`src/rtl/layer_sequencer.sv`:
```
// Layer sequencer: steps the layer stages through clear, run and drain phases,
// with a start/busy/done handshake toward the host and a per-stage watchdog.
module layer_sequencer #(
  parameter int NUM_LAYERS   = 3,
  parameter int DRAIN_CYCLES = 2,
  parameter int TIMEOUT      = 1024,
  parameter int IDX_W        = $clog2(NUM_LAYERS) + (NUM_LAYERS == 1)
) (
  input  logic                  clk,
  input  logic                  reset,
  input  logic                  start,
  input  logic                  abort,
  input  logic [NUM_LAYERS-1:0] layer_valid,
  output logic [NUM_LAYERS-1:0] layer_clear,
  output logic [NUM_LAYERS-1:0] layer_enable,
  output logic [IDX_W-1:0]      layer_idx,
  output logic                  busy,
  output logic                  done,
  output logic                  error
);

  localparam int DW = (DRAIN_CYCLES > 1) ? $clog2(DRAIN_CYCLES) : 1;
  localparam int WW = (TIMEOUT > 1) ? $clog2(TIMEOUT) : 1;

  localparam logic [DW-1:0] DLAST =
    DW'((DRAIN_CYCLES > 0) ? DRAIN_CYCLES - 1 : 0);
  localparam logic [WW-1:0] WLAST = WW'(TIMEOUT - 1);
  localparam logic [IDX_W-1:0] ILAST = IDX_W'(NUM_LAYERS - 1);

  localparam logic [2:0] S_IDLE  = 3'd0;
  localparam logic [2:0] S_CLEAR = 3'd1;
  localparam logic [2:0] S_RUN   = 3'd2;
  localparam logic [2:0] S_DRAIN = 3'd3;
  localparam logic [2:0] S_NEXT  = 3'd4;
  localparam logic [2:0] S_DONE  = 3'd5;
  localparam logic [2:0] S_ERROR = 3'd6;

  logic [2:0]       state;
  logic [IDX_W-1:0] idx;
  logic [DW-1:0]    drain;
  logic [WW-1:0]    wdog;

  always_ff @(posedge clk) begin
    if (reset || abort) begin
      state <= S_IDLE;
      idx   <= '0;
      drain <= '0;
      wdog  <= '0;
    end else begin
      case (state)
        S_IDLE, S_ERROR: begin
          if (start) begin
            state <= S_CLEAR;
            idx   <= '0;
            drain <= '0;
            wdog  <= '0;
          end
        end
        S_CLEAR: state <= S_RUN;
        S_RUN: begin
          wdog <= wdog + 1'b1;
          if (layer_valid[idx])
            state <= (DRAIN_CYCLES > 0) ? S_DRAIN : S_NEXT;
          else if (wdog == WLAST)
            state <= S_ERROR;
        end
        S_DRAIN: begin
          drain <= drain + 1'b1;
          if (drain == DLAST)
            state <= S_NEXT;
        end
        S_NEXT: begin
          if (idx == ILAST) begin
            state <= S_DONE;
          end else begin
            state <= S_CLEAR;
            idx   <= idx + 1'b1;
            drain <= '0;
            wdog  <= '0;
          end
        end
        S_DONE:  state <= S_IDLE;
        default: state <= S_IDLE;
      endcase
    end
  end

  // outputs decode straight from the state/idx registers
  always_comb begin
    layer_clear  = '0;
    layer_enable = '0;
    if (state == S_CLEAR)
      layer_clear[idx] = 1'b1;
    if (state == S_RUN || state == S_DRAIN)
      layer_enable[idx] = 1'b1;
  end

  assign layer_idx = idx;
  assign busy  = (state == S_CLEAR) || (state == S_RUN) ||
                 (state == S_DRAIN) || (state == S_NEXT);
  assign done  = (state == S_DONE);
  assign error = (state == S_ERROR);

endmodule

```
`config.mk`:
```
export PLATFORM = sky130hd
export DESIGN_NAME = layer_sequencer
export DESIGN_NICKNAME = d
export VERILOG_FILES = /design/src/rtl/layer_sequencer.sv
export SDC_FILE = /design/constraint.sdc
export NUM_CORES = 1
export LEC_CHECK = 0
export ABC_CLOCK_PERIOD_IN_PS = 2300
export CAP_MARGIN = 20
export CORE_MARGIN = 1
export CORE_UTILIZATION = 50
export CTS_CLUSTER_DIAMETER = 100
export DETAILED_ROUTE_END_ITERATION = 16
export DONT_BUFFER_PORTS = 1
export PLACE_DENSITY = 0.65
export SLEW_MARGIN = 20
export SYNTH_ARGS = -nofsm -noshare
export SYNTH_HDL_FRONTEND = slang
export SYNTH_SLANG_ARGS = --single-unit
```
`constraint.sdc`:
```
create_clock -name clk -period 2.3 [get_ports clk]
set_input_delay 0.575 -clock clk [delete_from_list [all_inputs] [get_ports clk]]
set_output_delay 0.575 -clock clk [all_outputs]
set_load 0.01 [all_outputs]
```
==> impl_metrics.yaml, run 1 <==
status:
  run_status: "finished, final reports clean"
layout:
  final_cell_mix: "16 x dfxtp_1, 15 x a21oi_1, 7 x nor2_1"
  fin_nets: 145
  drive_gt1_share_pct: 8.271
  final_common_cell: "dfxtp_1"
  area_delta_synth_final_pct: 7.879
  n_antenna_cell: 0
sta:
  grt_setup_unrepaired: "false"
  skew_ns: 0.007403
  final_max_slew_viol_count: 0
  fin_crit_sh_pct: 90.30
  hold_violations: 0
  hold_slack_ns: 0.3732
  max_freq_mhz: 481.5
  finalCriticalPeriod_ns: 2.077
  tightest_slew_ns: 0.6791
  relSlewSlack_pct: 54.42
  setup_viol: 0
  setup_tns_ns: 0
clock_network:
  cts_buffers: 3
  post-cts-setup-buffers: 0
  clk_latency_ns: 0.30
  cts.clk_slew.worst_paths_ns: 0.11
  hold_buffers: 0
  clock-root-buffer: "clkbuf_4"
  ctsResizeCount: 0
  htree_num_levels: 1
  cts.sinks: 16
  cts_tree: "yes"
  clockBufferDepth: 2
power_and_ir_drop:
  p_int_mw: 0.3958
  pwr-share-seq_pct: 53.6
  p_sw_mw: 0.1382
  power.total_mw: 0.5340
  leakagePower_nw: 0.3718
  clkPwrFrac_pct: 36.8
  combPwrFrac_pct: 9.6
  power_switching_share_pct: 25.88
  ir_worst_vdd_mv: 0.3000
  power_density_nw_per_um2: 479.6
global_route:
  grt_pass1_vias: 782
  grt_pass1_wl_mm: 3.381
  antenna_found_initial: 0
  grtUsageTotal_pct: 21.73
  grt-ovfl-total: 0
  grt_max_degree: 19
logic_synthesis:
  synth_top_family_by_area: "simple AND/OR/NAND/NOR gates"
  synth-compound-area-share_pct: 23.39
  syn_inst: 130
  yosysUniqueCellTypes: 41
  synth_fp_nets: 141
  synth_edf_count: 0
  synth-adder-area-share_pct: 4.848
  ys_seq_elements: 16
  synthMuxAreaShare_pct: 0.9697
  synth_top_cell_by_area: "dfxtp_1"
  ys_seq_area_share_pct: 31.03
  synth-xor-area-share_pct: 2.545
  synth_area_leaders: "dfxtp_1 31%, a21oi_1 7.3%, ha_1 4.8%"
  ys.flop_type: "dfxtp_1"
  netlist_area_um2: 1032
  avgSynthCellArea_um2: 7.940
  yosys.area_share.simple_pct: 32.12
  synth_top_area_share_pct: 31.03
  ys_async_sr_fraction_pct: 0
  synth_warnings: 0
placed_design:
  dpl.hpwl_mm: 1.585
  io_buffers: 0
  gp_congestion: 0.7883
detailed_routing:
  vias: 931
  vias_per_cell: 5.819
  wl_mm: 2.217
  drc: 0
  avgRoutedWirePerCell_um: 13.86
  drtIter0Drc: 28
  drt-pass1-iter-count: 4
  final_antenna_net_count: 0
floorplan:
  die-width_um: 47.44
  initial_core_util_pct: 53.16
  core_um2: 1942
  io_pins: 18
  num_rows: 16
  die_h_um: 47.44
  die-area_um2: 2250
critical_path:
  endpoint_kind: "register"
  cp_data_arrival_time_ns: 2.30
  crit_path_start_kind: "register"
  critPathMaxFanout: 15
  r2r-start: "layer_idx[0]"
  path_class: "register to register"
  r2r_slack_ns: 0.22
  regToRegEndpoint: "wdog[9]"
  critPathRequiredTime_ns: 2.53
  reg2reg_depth: 6
worst_hold_path:
  min_to: "drain"
  hp-start: "start"
  hp-class: "input port to register"
  hold_depth: 1
job:
  drv_cap: 0
power by group through the flow:
stage / combinational (mW) / sequential, mW / clock [mW]
after detailed placement: 0.0506 / 0.293 / 0
after CTS: 0.0509 / 0.286 / 0.202
after global placement: 0.0496 / 0.292 / 0
final: 0.0511 / 0.286 / 0.196
after floorplan: 0.0458 / 0.287 / 0
after global routing: 0.0577 / 0.287 / 0.212
flip-flops by register name (all words and copies together) (netlist names):
register / count
state: 3
drain: 1
layer_idx: 2
wdog: 10
through the flow:
| step | instance area, µm² | worst slack, ns | util (%) | instances |
|---|---|---|---|---|
| 2_1_floorplan | 1032 | 0.2539 | - | 130 |
| 3_3_place_gp | 1077 | 0.3033 | 55.48 | 156 |
| 3_5_place_dp | 1077 | 0.2448 | 55.48 | 156 |
| 4_1_cts | 1114 | 0.2177 | 57.35 | 160 |
| 5_1_grt | 1114 | 0.07057 | 57.35 | 160 |
| 6_report | 1114 | 0.2230 | 57.35 | 160 |
cell families after synthesis:
| group | count (synthesis) |
|---|---|
| AND/OR/NAND/NOR | 56 |
| adder cells (fa/ha/maj) | 4 |
| XOR/XNOR | 3 |
| buffers and inverters | 12 |
| flip-flops | 16 |
| AO/OA/AOI/OAI | 38 |
| multiplexers | 1 |
per-layer routing:
metal,share of wire (%),routed length [µm],track usage [%],vias to the layer above
met2,42,921,29.86,28
met1,52,1149,32.33,411
li1,-,-,-,488
met5,0,0,0,-
met3,4.5,99,2.642,4
met4,2.1,46,12.57,0
cell usage after synthesis, types with 3 or more instances:
cell and instances:
dfxtp_1 16, a21oi_1 15, nor2_1 7, nand2_1 6, nand3_1 6, o21ai_0 6
clkbuf_1 5, inv_1 5, o31ai_1 5, or4_1 5, and2_1 4, and3_1 4
ha_1 4, nand2b_1 4, or3_1 4, nand3b_1 3
critical path, stage by stage, from the launching register on:
cell and delay [ns]:
dfxtp_1 0.34, inv_1 0.07, ha_1 0.21, or2_0 0.20, a311o_1 0.49, or4_1 0.56
a21oi_1 0.14
how the worst max path moves through the flow:
stage	from	slack, ns	endpoint	cells past startpoint
finish	layer_idx[0]	0.22	wdog[9]	6
global route	layer_idx[0]	0.07	wdog[7]	6
CTS	layer_idx[0]	0.22	wdog[9]	6
detailed placement	layer_idx[0]	0.24	wdog[9]	6
global placement	layer_idx[0]	0.30	wdog[7]	6
floorplan	layer_idx[0]	0.25	wdog[9]	6
layout make-up:
type,count,area (µm²)
clock buffers,4,36.28
fillers,196,828.3
inverters,5,18.77
multi-input cells,102,659.4
flip-flops and latches,16,320.3
well taps,27,33.78
repair buffers,6,45.04
Note: power is estimated with default switching activity, not from simulation.
==> run 2: changes to the inputs <==
--- a/config.mk
+++ b/config.mk
@@ -12,8 +12,11 @@
 export CTS_CLUSTER_DIAMETER = 100
 export DETAILED_ROUTE_END_ITERATION = 16
 export DONT_BUFFER_PORTS = 1
+export HOLD_SLACK_MARGIN = 0.02
 export PLACE_DENSITY = 0.65
+export SKIP_LAST_GASP = 1
 export SLEW_MARGIN = 20
 export SYNTH_ARGS = -nofsm -noshare
 export SYNTH_HDL_FRONTEND = slang
 export SYNTH_SLANG_ARGS = --single-unit
+export TNS_END_PERCENT = 1
==> results of run 2 <==
The final DEF is identical to that of run 1; final timing and power are the same.
